## src/rtl/bsg_manycore_pkg.sv

```systemverilog
// Shared manycore link widths, defaults and small helpers used by the IO arbiter.
package bsg_manycore_pkg;

    localparam int payload_width_gp = 64;
    localparam int tag_width_gp     = 5;
    localparam int max_out_gp       = 8;
    localparam int num_req_gp       = 2;

    // Link packet at the default widths: tag lives in the low bits of data.
    typedef struct packed {
        logic                                   v;
        logic [payload_width_gp+tag_width_gp-1:0] data;
    } link_packet_s;

    function automatic logic other_req(input logic idx);
        return ~idx;
    endfunction

endpackage

```

## src/rtl/bsg_round_robin_arb.sv

```systemverilog
// Two-way round-robin grant selection; the requester that was not granted last wins a tie.
module bsg_round_robin_arb
    import bsg_manycore_pkg::*;
(
    input  logic [1:0] reqs,
    input  logic       last,
    output logic [1:0] grant,
    output logic       grant_idx
);

    always_comb begin
        grant_idx = 1'b0;
        if (reqs == 2'b11) begin
            grant_idx = other_req(last);
        end else begin
            grant_idx = reqs[1];
        end
        grant = {reqs[1] & grant_idx, reqs[0] & ~grant_idx};
    end

endmodule

```

## src/rtl/bsg_manycore_io_arbiter.sv

```systemverilog
// Arbitrates two requesters onto one registered outbound link and steers
// responses back by the tag MSB, tracking outstanding requests per requester.
module bsg_manycore_io_arbiter
    import bsg_manycore_pkg::*;
#(
    parameter int payload_width_p = payload_width_gp,
    parameter int tag_width_p     = tag_width_gp,
    parameter int max_out_p       = max_out_gp
) (
    input  logic                                             clk_i,
    input  logic                                             reset_i,

    input  logic [1:0]                                       req_v_i,
    input  logic [1:0][payload_width_p+tag_width_p-1:0]      req_data_i,
    output logic [1:0]                                       req_yumi_o,

    output logic                                             link_req_v_o,
    output logic [payload_width_p+tag_width_p-1:0]           link_req_data_o,
    input  logic                                             link_req_ready_i,

    input  logic                                             link_resp_v_i,
    input  logic [payload_width_p+tag_width_p-1:0]           link_resp_data_i,
    output logic                                             link_resp_yumi_o,

    output logic [1:0]                                       resp_v_o,
    output logic [payload_width_p+tag_width_p-1:0]           resp_data_o,
    input  logic [1:0]                                       resp_ready_i,

    output logic [1:0][$clog2(max_out_p+1)-1:0]              out_count_o
);

    localparam int data_width_lp  = payload_width_p + tag_width_p;
    localparam int count_width_lp = $clog2(max_out_p + 1);
    localparam logic [count_width_lp-1:0] max_count_lp = count_width_lp'(max_out_p);

    logic                                  slot_v_p1;
    logic [data_width_lp-1:0]              slot_data_p1;
    logic                                  last_r;
    logic [1:0][count_width_lp-1:0]        count_r;

    logic [1:0]                            eligible;
    logic [1:0]                            grant;
    logic                                  grant_idx;
    logic                                  load;
    logic [data_width_lp-1:0]              fwd_data;
    logic                                  resp_idx;
    logic [1:0]                            delivered;

    always_comb begin
        for (int i = 0; i < 2; i++) begin
            eligible[i] = req_v_i[i] && (count_r[i] < max_count_lp);
        end
    end

    bsg_round_robin_arb arb (
        .reqs      (eligible),
        .last      (last_r),
        .grant     (grant),
        .grant_idx (grant_idx)
    );

    // The slot accepts a new request when empty or draining this cycle.
    assign load       = (~slot_v_p1 | link_req_ready_i) & ~reset_i;
    assign req_yumi_o = load ? grant : 2'b00;

    always_comb begin
        fwd_data                = req_data_i[grant_idx];
        fwd_data[tag_width_p-1] = grant_idx;
    end

    assign link_req_v_o    = slot_v_p1;
    assign link_req_data_o = slot_data_p1;

    always_comb begin
        resp_idx                   = link_resp_data_i[tag_width_p-1];
        resp_v_o                   = 2'b00;
        resp_v_o[resp_idx]         = link_resp_v_i;
        link_resp_yumi_o           = link_resp_v_i & resp_ready_i[resp_idx];
        resp_data_o                = link_resp_data_i;
        resp_data_o[tag_width_p-1] = 1'b0;
        delivered                  = resp_v_o & resp_ready_i;
    end

    // Stage p1: outbound slot control, round-robin pointer and counters.
    always_ff @(posedge clk_i or posedge reset_i) begin
        if (reset_i) begin
            slot_v_p1 <= 1'b0;
            last_r    <= 1'b1;
            count_r   <= '0;
        end else begin
            if (|req_yumi_o) begin
                slot_v_p1 <= 1'b1;
                last_r    <= grant_idx;
            end else if (link_req_ready_i) begin
                slot_v_p1 <= 1'b0;
            end
            for (int i = 0; i < 2; i++) begin
                if (req_yumi_o[i] && !(delivered[i] && count_r[i] != '0)) begin
                    count_r[i] <= count_r[i] + count_width_lp'(1);
                end else if (!req_yumi_o[i] && delivered[i] && count_r[i] != '0) begin
                    count_r[i] <= count_r[i] - count_width_lp'(1);
                end
            end
        end
    end

    always_ff @(posedge clk_i) begin
        if (|req_yumi_o) begin
            slot_data_p1 <= fwd_data;
        end
    end

    always_ff @(posedge clk_i) begin
        if (!reset_i) begin
            for (int i = 0; i < 2; i++) begin
                assert (!(delivered[i] && count_r[i] == '0))
                    else $error("io_arbiter: response underflow on requester %0d", i);
            end
        end
    end

    assign out_count_o = count_r;

endmodule

```

## config.mk

```make
export PLATFORM = sky130hd
export DESIGN_NAME = bsg_manycore_io_arbiter
export DESIGN_NICKNAME = d
export VERILOG_FILES = /design/src/rtl/bsg_manycore_pkg.sv /design/src/rtl/bsg_round_robin_arb.sv /design/src/rtl/bsg_manycore_io_arbiter.sv
export SDC_FILE = /design/constraint.sdc
export NUM_CORES = 1
export LEC_CHECK = 0
export ABC_AREA = 1
export BUFFER_PORTS_ARGS = -buffer_cell sky130_fd_sc_hd__buf_2
export CAP_MARGIN = 25
export CORE_AREA = 2 2 143 145
export CTS_CLUSTER_DIAMETER = 50
export DETAILED_ROUTE_END_ITERATION = 7
export DIE_AREA = 0 0 145 147
export PLACE_DENSITY = 0.54
export SYNTH_ARGS = -nofsm -noshare
export SYNTH_HDL_FRONTEND = slang
export SYNTH_SLANG_ARGS = --single-unit
```

## constraint.sdc

```tcl
create_clock -name clk_i -period 3 [get_ports clk_i]
set_clock_uncertainty 0.05 [all_clocks]
set_input_delay 0.45 -clock clk_i [delete_from_list [all_inputs] [get_ports clk_i]]
set_output_delay 0.45 -clock clk_i [all_outputs]
set_load 0.02 [all_outputs]
```

### After elaboration in Yosys (flattened, before gate mapping)

Index checks and enable logic that the tools add are counted.
W data, S select, Z words.

* bits of input ports: 215
* output and inout bits: 152
* ROM bits: 0
* logic and storage cells: 61
* memory bits (writable): 0
* latch bits: 0
* memories: 0
* flip-flop bits (word level): 79

* shifts and indexed selects: 0
* $add $sub $neg: 4
* $lt $le $gt $ge: 5
* bitwise gates (word level): 11
* eq/ne operators: 1
* multiplexer cells: 14
* reduce and logical (&&, ||, !) cells: 21
* $mul: 0
* divide/modulo/power cells: 0

Operators by type and width (count)
* $mux W69: 2
* $mux W4: 4
* $logic_and A1 B1 Y1: 11
* $add A4 B1 Y4 const B: 2
* $lt A4 B4 Y1 const B: 2
* $reduce_bool A4 Y1: 2
* $sub A4 B1 Y4 const B: 2
* $mux W1: 6
* $reduce_bool A2 Y1: 3
* $and A1 B1 Y1: 4
* $and A2 B2 Y2: 2
* $logic_not A1 Y1: 4
* $lt A1 B2 Y1 const B: 2
* $not A1 Y1: 4
* $eq A2 B2 Y1 const B: 1
* $mux W2: 1
* $reduce_or A2 Y1: 1
* $demux W1 S1: 1
* $ge A1 B1 Y1 const B: 1
* $or A1 B1 Y1: 1

### Depth between registers and ports, before layout

Gate-level depths: netlist of run 1.

* depth after elaboration: 12
* depth in mapped cells: 14
* gate-level depth less buffers: 14

### Hierarchy

Synthesis of run 1 repeated with hierarchy kept, for this count alone.

* cells, all modules: 317
* area total of the unflattened synthesis: 4179.0 µm²

By module, submodules not included
* bsg_manycore_io_arbiter: area an instance 4144.0 µm², cells each 312, seq. area each 2323.5 µm², times used 1
* bsg_round_robin_arb: area an instance 35.0 µm², cells each 5, seq. area each 0.0 µm², times used 1

### Worst setup path after synthesis of run 1

Ideal clock, no wire load.

* path type: input-to-reg
* start: input reset_i
* end: register slot_data_p1[0], in the netlist link_req_data_o[0], enable pin
* path buffers: 0
* setup slack: 17 ps
* stages on the path: 5
* data required time: 2527 ps
* setup time: 423 ps
* arrival time: 2510 ps
* cell sequence: inv_1 > nand2_2 > nor2_8 > nor2_1 > inv_1

* longest elaborated chain between the ends: 4

RTL lines
* from (decl): RTL line bsg_manycore_io_arbiter.sv:11 `input logic reset_i,`
* $not A1 Y1: RTL line bsg_manycore_io_arbiter.sv:63 `assign load = (~slot_v_p1 | link_req_ready_i) & ~reset_i;`
* $and A1 B1 Y1: RTL line bsg_manycore_io_arbiter.sv:63
* $mux W2: RTL line bsg_manycore_io_arbiter.sv:64 `assign req_yumi_o = load ? grant : 2'b00;`
* net req_yumi_o[1]: RTL line bsg_manycore_io_arbiter.sv:15 `output logic [1:0] req_yumi_o,`
* $reduce_or A2 Y1: RTL line bsg_manycore_io_arbiter.sv:108 `if (|req_yumi_o) begin`
* to (signal assigned): RTL line bsg_manycore_io_arbiter.sv:109 `slot_data_p1 <= fwd_data;`
* to (decl): RTL line bsg_manycore_io_arbiter.sv:37 `logic [data_width_lp-1:0] slot_data_p1;`

The timed path passes the listed nets, and every way through them passes these cells.
A chain may end at the register's enable or synchronous reset.

### Worst setup path in the final report of run 1

* start: register last_r
* end: output req_yumi_o[0]

* longest elaborated chain between the ends: 5

RTL lines
* from (decl): RTL line bsg_manycore_io_arbiter.sv:38 `logic last_r;`
* from (signal assigned): RTL line bsg_manycore_io_arbiter.sv:93 `last_r <= grant_idx;`
* $not A1 Y1: RTL line bsg_manycore_pkg.sv:16 `return ~idx;`
* $mux W1: RTL line bsg_round_robin_arb.sv:13 `if (reqs == 2'b11) begin`
* $not A1 Y1: RTL line bsg_round_robin_arb.sv:18 `grant = {reqs[1] & grant_idx, reqs[0] & ~grant_idx};`
* $and A1 B1 Y1: RTL line bsg_round_robin_arb.sv:18
* $mux W2: RTL line bsg_manycore_io_arbiter.sv:64
* to (decl): RTL line bsg_manycore_io_arbiter.sv:15

Every way passes these cells.

==> results.toml, run 1 <==
[detailed_routing]
routedWlPerCell_microns = 15.3
vias = 3419
first_iter_violations = 124
viasPerCell = 3.81
drt-total-wl_microns = 13700
drc = 0
final_antenna_net_count = 0
first_pass_iters = 4

[cells_and_area]
drive_gt1_frac = 0.419
layout_commonest_cell = "nand2_1"
antennaDiodeCount = 0
nets = 843
syn_to_final_growth_pct = 29.4
layout_common_cells = "nand2_1, buf_2, edfxtp_1, inv_1"
fin_util = 0.276

[setup_path]
worstPathRequired_ns = 2.50
cp.arrival_ns = 1.85
cp_max_fo = 34
end_kind = "primary output"
cp-start-kind = "flop"
critical_path_class = "flop to primary output"

[power_and_ir_drop]
ir_drop_mv = 0.442
leakage_uw = 0.00281
powerDensity_nw_per_um2 = 861

[synth]
syn_inst = 461
ys_top_cells_by_area = "edfxtp_1, nand2_1, buf_4"
synth_area_sq_um = 4230
synth_top_area_frac = 0.490
yosysTopAreaCell = "edfxtp_1"
synth_seq_area_share = 0.550
syn_nets = 682
ys_warn_count = 0
ys_ff_latch = 79
synth_area_per_cell_sq_um = 9.17
synthDistinctLibCells = 25

[clock_network]
cts_tree = "built"
cts_sinks = 79
clock-root-buffer = "clkbuf_16"
clk_path_buf_depth = 2
worst_skew_pair.late_latency_ns = 0.34
ctsHtreeMaxLevel = 3
ctsResizeCount = 0
ctsHoldBuffers = 0
cts_setup_buffers = 0
cts-buffers-inserted = 9
clk_pin_slew_ns = 0.07

[floorplan]
die_h_microns = 147
io_pins = 367
start_util = 0.213
core-area_sq_um = 19800
die_w_microns = 145
rows = 52
die_area_sq_um = 21300

[global_routing]
antenna_found_initial = 0
grt_start_max_net_pins = 70
grt_pass1_vias = 3390
grt_pass1_wl_microns = 20300
grt_overflow = 0
track_usage = 0.127

[sta]
fin_crit_ns = 2.35
setup-violations-final = 0
slew_violations = 0
final-hold-violation-count = 0
rsz0062_at_grt = "no"
tns_ns = 0
fin_crit_sh = 0.783
fmax_mhz = 425

[placement]
port-buffer-count = 227
globalplace.congestion = 0.750
hpwlAfterDp_microns = 10700

[run]
maxCapViolations = 0

[outcome]
run_status = "finished clean"

[min_path]
hold_path.class = "primary input to async pin"
## flip-flops by register name, indices dropped and copies added, names as in the netlist
| name | count |
|---|---|
| last_r | 1 |
| link_req_v_o | 1 |
| link_req_data_o | 69 |
| out_count_o | 8 |
## cells in the mapped netlist
master	instances
nand2_1	241
buf_4	71
edfxtp_1	69
inv_1	16
buf_2	9
dfrtp_1	9
nand3_1	8
nor2_1	6
ha_1	4
nand2_2	4
buf_6	3
xor2_1	3
a21o_1	2
fa_1	2
inv_2	2
nand2_4	2
nand3_2	2
a21oi_1	1
conb_1	1
dfstp_2	1
nand4_1	1
nor2_2	1
nor2_4	1
nor2_8	1
o21ai_0	1
## per-stage QoR
step           setup slack (ns)  cell area [sq um]  hold slack, ns  cells  total power (uW)
2_1_floorplan            0.0171               4230           0.263    461              3080
3_3_place_gp              0.831               5150           0.410    881              3540
3_5_place_dp              0.834               5150           0.424    881              3560
4_1_cts                   0.615               5470          0.0901    897              4820
5_1_grt                   0.508               5470          0.0968    897              5080
6_report                  0.650               5470          0.0939    897              4710
## worst max-delay path, stage by stage, from the launching register on
cell,delay [ns]
dfstp_2,0.54
nand3_2,0.10
nand2_4,0.12
buf_4,0.36
nand2_1,0.16
inv_1,0.07
buf_2,0.15
## final cells by class
cell class / count / area (sq um)
fillers: 2148 / 14400
flip-flops and latches: 79 / 2320
multi-input cells: 281 / 1220
repair buffers: 233 / 1190
well taps: 270 / 338
clock buffers: 10 / 229
clock inverters: 6 / 92.6
inverters: 18 / 67.6
## path summary, 6_finish.rpt
| check | from | depth (start not counted) | slack, ns | to |
|---|---|---|---|---|
| worst max register to register | last_r | 7 | 0.93 | link_req_data_o[23] |
| max in group asynchronous | reset_i | 3 | 2.58 | last_r |
| worst min-delay path | reset_i | 3 | 0.09 | out_count_o[2] |
| worst max-delay path | last_r | 6 | 0.65 | req_yumi_o[0] |
| worst min register to register | last_r | 2 | 0.43 | last_r |
| min in group clk_i | req_data_i[78] | 3 | 0.32 | link_req_data_o[9] |
## layer usage
layer | wire [microns] | GRT usage | vias up
met3 | 1450 | 0.0562 | 44
li1 | - | - | 1706
met4 | 437 | 0.0554 | 0
met2 | 6580 | 0.218 | 188
met5 | 0 | 0 | -
met1 | 5260 | 0.135 | 1481
## where the power goes
group / internal [uW] / switching, uW / total [uW]
sequential: 1610 / 133 / 1740
clock: 736 / 472 / 1210
combinational: 559 / 1200 / 1760
## kinds of logic (layout without fill, tap and decap cells)
family          count (synthesis)  count (layout)  synth area share
fa+ha+maj                       6               6            0.0213
simple gates                  267             267             0.255
buf+inv                       101             267             0.161
xor+xnor                        3               3           0.00622
flops                          79              79             0.550
other cells                     1               1          0.000887
compound gates                  4               4           0.00592
No activity file was read; power rests on OpenSTA's default activity.
==> run 2: changes to the inputs <==
- clock period: 3 -> 2.25 ns (I/O delays scaled with it)
==> run 2 against run 1 <==
Net effect: first-iteration DRC count shrank 18%; power grew 32%; sequential share of layout area shrank 0.32 points; combinational power grew 36%; clock power grew 22%; global-route usage shrank 0.32 points; critical path depth is the same; critical endpoint unchanged; die area is the same; register-to-register slack lost 0.61 ns; flip-flop and latch count is the same; non-clock buffer count grew 2; core utilization grew 0.22 points; critical path type unchanged.
==> results.toml, run 2 (same netlist as run 1, synthesis figures left out) <==
[sta]
setup-violations-final = 0
slew_violations = 0
final-hold-violation-count = 0
fin_crit_sh = 0.938
fin_crit_ns = 2.11
fmax_mhz = 474
rsz0062_at_grt = "yes"

[cells_and_area]
drive_gt1_frac = 0.424
multi_input_area_sq_um = 1240
largest_register_ff_count = 69
antennaDiodeCount = 0
layout_commonest_cell = "nand2_1"
design_area_sq_um = 5510
fin_util = 0.278
nets = 845
syn_to_final_growth_pct = 30.4
layout_common_cells = "nand2_1, buf_2, edfxtp_1, inv_1, clkbuf_16"
ff_latch_area_sq_um = 2320
n_fill_cell = 2101

[power_and_ir_drop]
internal_power_uw = 3790
swShare = 0.388
leakage_uw = 0.00281
clock_power_share = 0.239
power.switching_uw = 2400
ir_drop_mv = 0.486
power_frac_seq = 0.376
pwr-share-comb = 0.385
powerDensity_nw_per_um2 = 1120

[clock_network]
cts_tree = "built"
cts_setup_buffers = 0
clock-root-buffer = "clkbuf_16"
cts-buffers-inserted = 9
clk_pin_slew_ns = 0.07
worst_skew_pair.late_latency_ns = 0.34
clk_path_buf_depth = 2
ctsHtreeMaxLevel = 3
cts_sinks = 79

[setup_path]
worstPathRequired_ns = 1.86
crit_chain = "nand3_2, nand2_4, buf_12, nand2_1, inv_1, buf_2"
critical_path_class = "flop to primary output"
cp_max_fo = 36
critPathTopFamily = "flip-flops"
critical-path-slowest-cell = "dfstp_2"
path_buf_inv = 3
end_kind = "primary output"
cp-start-kind = "flop"
cp.arrival_ns = 1.72
critPathMaxStageDelay_ns = 0.54

[global_routing]
track_usage = 0.124
grt_start_max_net_pins = 39
antenna_found_initial = 0
grt_overflow = 0
grt_pass1_vias = 3299
grt_pass1_wl_microns = 19700

[placement]
hpwlAfterDp_microns = 10200
placed_area_sq_um = 5180
globalplace.congestion = 0.764
port-buffer-count = 227

[detailed_routing]
drt-total-wl_microns = 13300
first_iter_violations = 102
routedWlPerCell_microns = 14.8
final_antenna_net_count = 0
viasPerCell = 3.77
first_pass_iters = 4
vias = 3387
drc = 0

[floorplan]
die_w_microns = 145
rows = 52
die_h_microns = 147
die_area_sq_um = 21300
io_pins = 367
start_util = 0.213
core-area_sq_um = 19800

[outcome]
run_status = "finished clean"

[min_path]
hold_path.class = "primary input to flop"

[run]
maxCapViolations = 0
[run 2: metrics by stage]
step | total power, uW | setup TNS, ns | hold slack [ns] | setup slack [ns] | std cells
floorplan | 4110 | -9.19 | 0.151 | -0.133 | 461
global placement | 4750 | 0 | 0.334 | 0.178 | 882
detailed placement | 4780 | 0 | 0.334 | 0.187 | 882
CTS | 6320 | 0 | 0.187 | 0.0405 | 898
global route | 6660 | -0.0145 | 0.192 | -0.0143 | 898
finish | 6200 | 0 | 0.208 | 0.139 | 898
[run 2: tightest hold or removal path: stages]
cell     delay (ns)
buf_2          0.07
nand2_1        0.04
nand2_1        0.04
[run 2: final timing paths]
path / start / to / slack (ns) / depth (start not counted)
setup / recovery: last_r / req_yumi_o[0] / 0.14 / 6
hold / removal: req_data_i[115] / link_req_data_o[46] / 0.21 / 3
setup reg to reg: out_count_o[7] / out_count_o[7] / 0.32 / 12
hold reg to reg: last_r / last_r / 0.42 / 2
max in group asynchronous: reset_i / last_r / 1.39 / 4
min in group asynchronous: reset_i / link_req_v_o / 0.53 / 4
[run 2: power groups by stage]
stage               logic [uW]  clock network, uW  registers [uW]
floorplan                 1290                  0            2820
global placement          2400                  0            2350
detailed placement        2420                  0            2360
CTS                       2430               1560            2330
global route              2680               1600            2380
finish                    2390               1480            2330
[run 2: cell type report]
cell class | instances | share of cell area
clock buffer | 9 | 0.0409
clock inverter | 6 | 0.0132
inverter | 18 | 0.0129
multi-input combinational | 281 | 0.226
sequential | 79 | 0.422
tap | 270 | 0.0613
timing repair buffer | 235 | 0.224
[run 2: repair_timing]
action	in CTS	in global routing
hold buffers	1	0
endpoints found under the setup margin	1	2
hold endpoints to repair	9	0
gates cloned	0	0
gates resized for setup	2	3
[run 2: layer usage]
layer / global-route usage / routed length, microns / vias to the layer above / share of wire
met2: 0.210 / 6400 / 186 / 0.48
met3: 0.0543 / 1350 / 41 / 0.10
met1: 0.133 / 5100 / 1455 / 0.38
met5: 0 / 0 / - / 0
li1: - / - / 1705 / -
met4: 0.0584 / 432 / 0 / 0.033
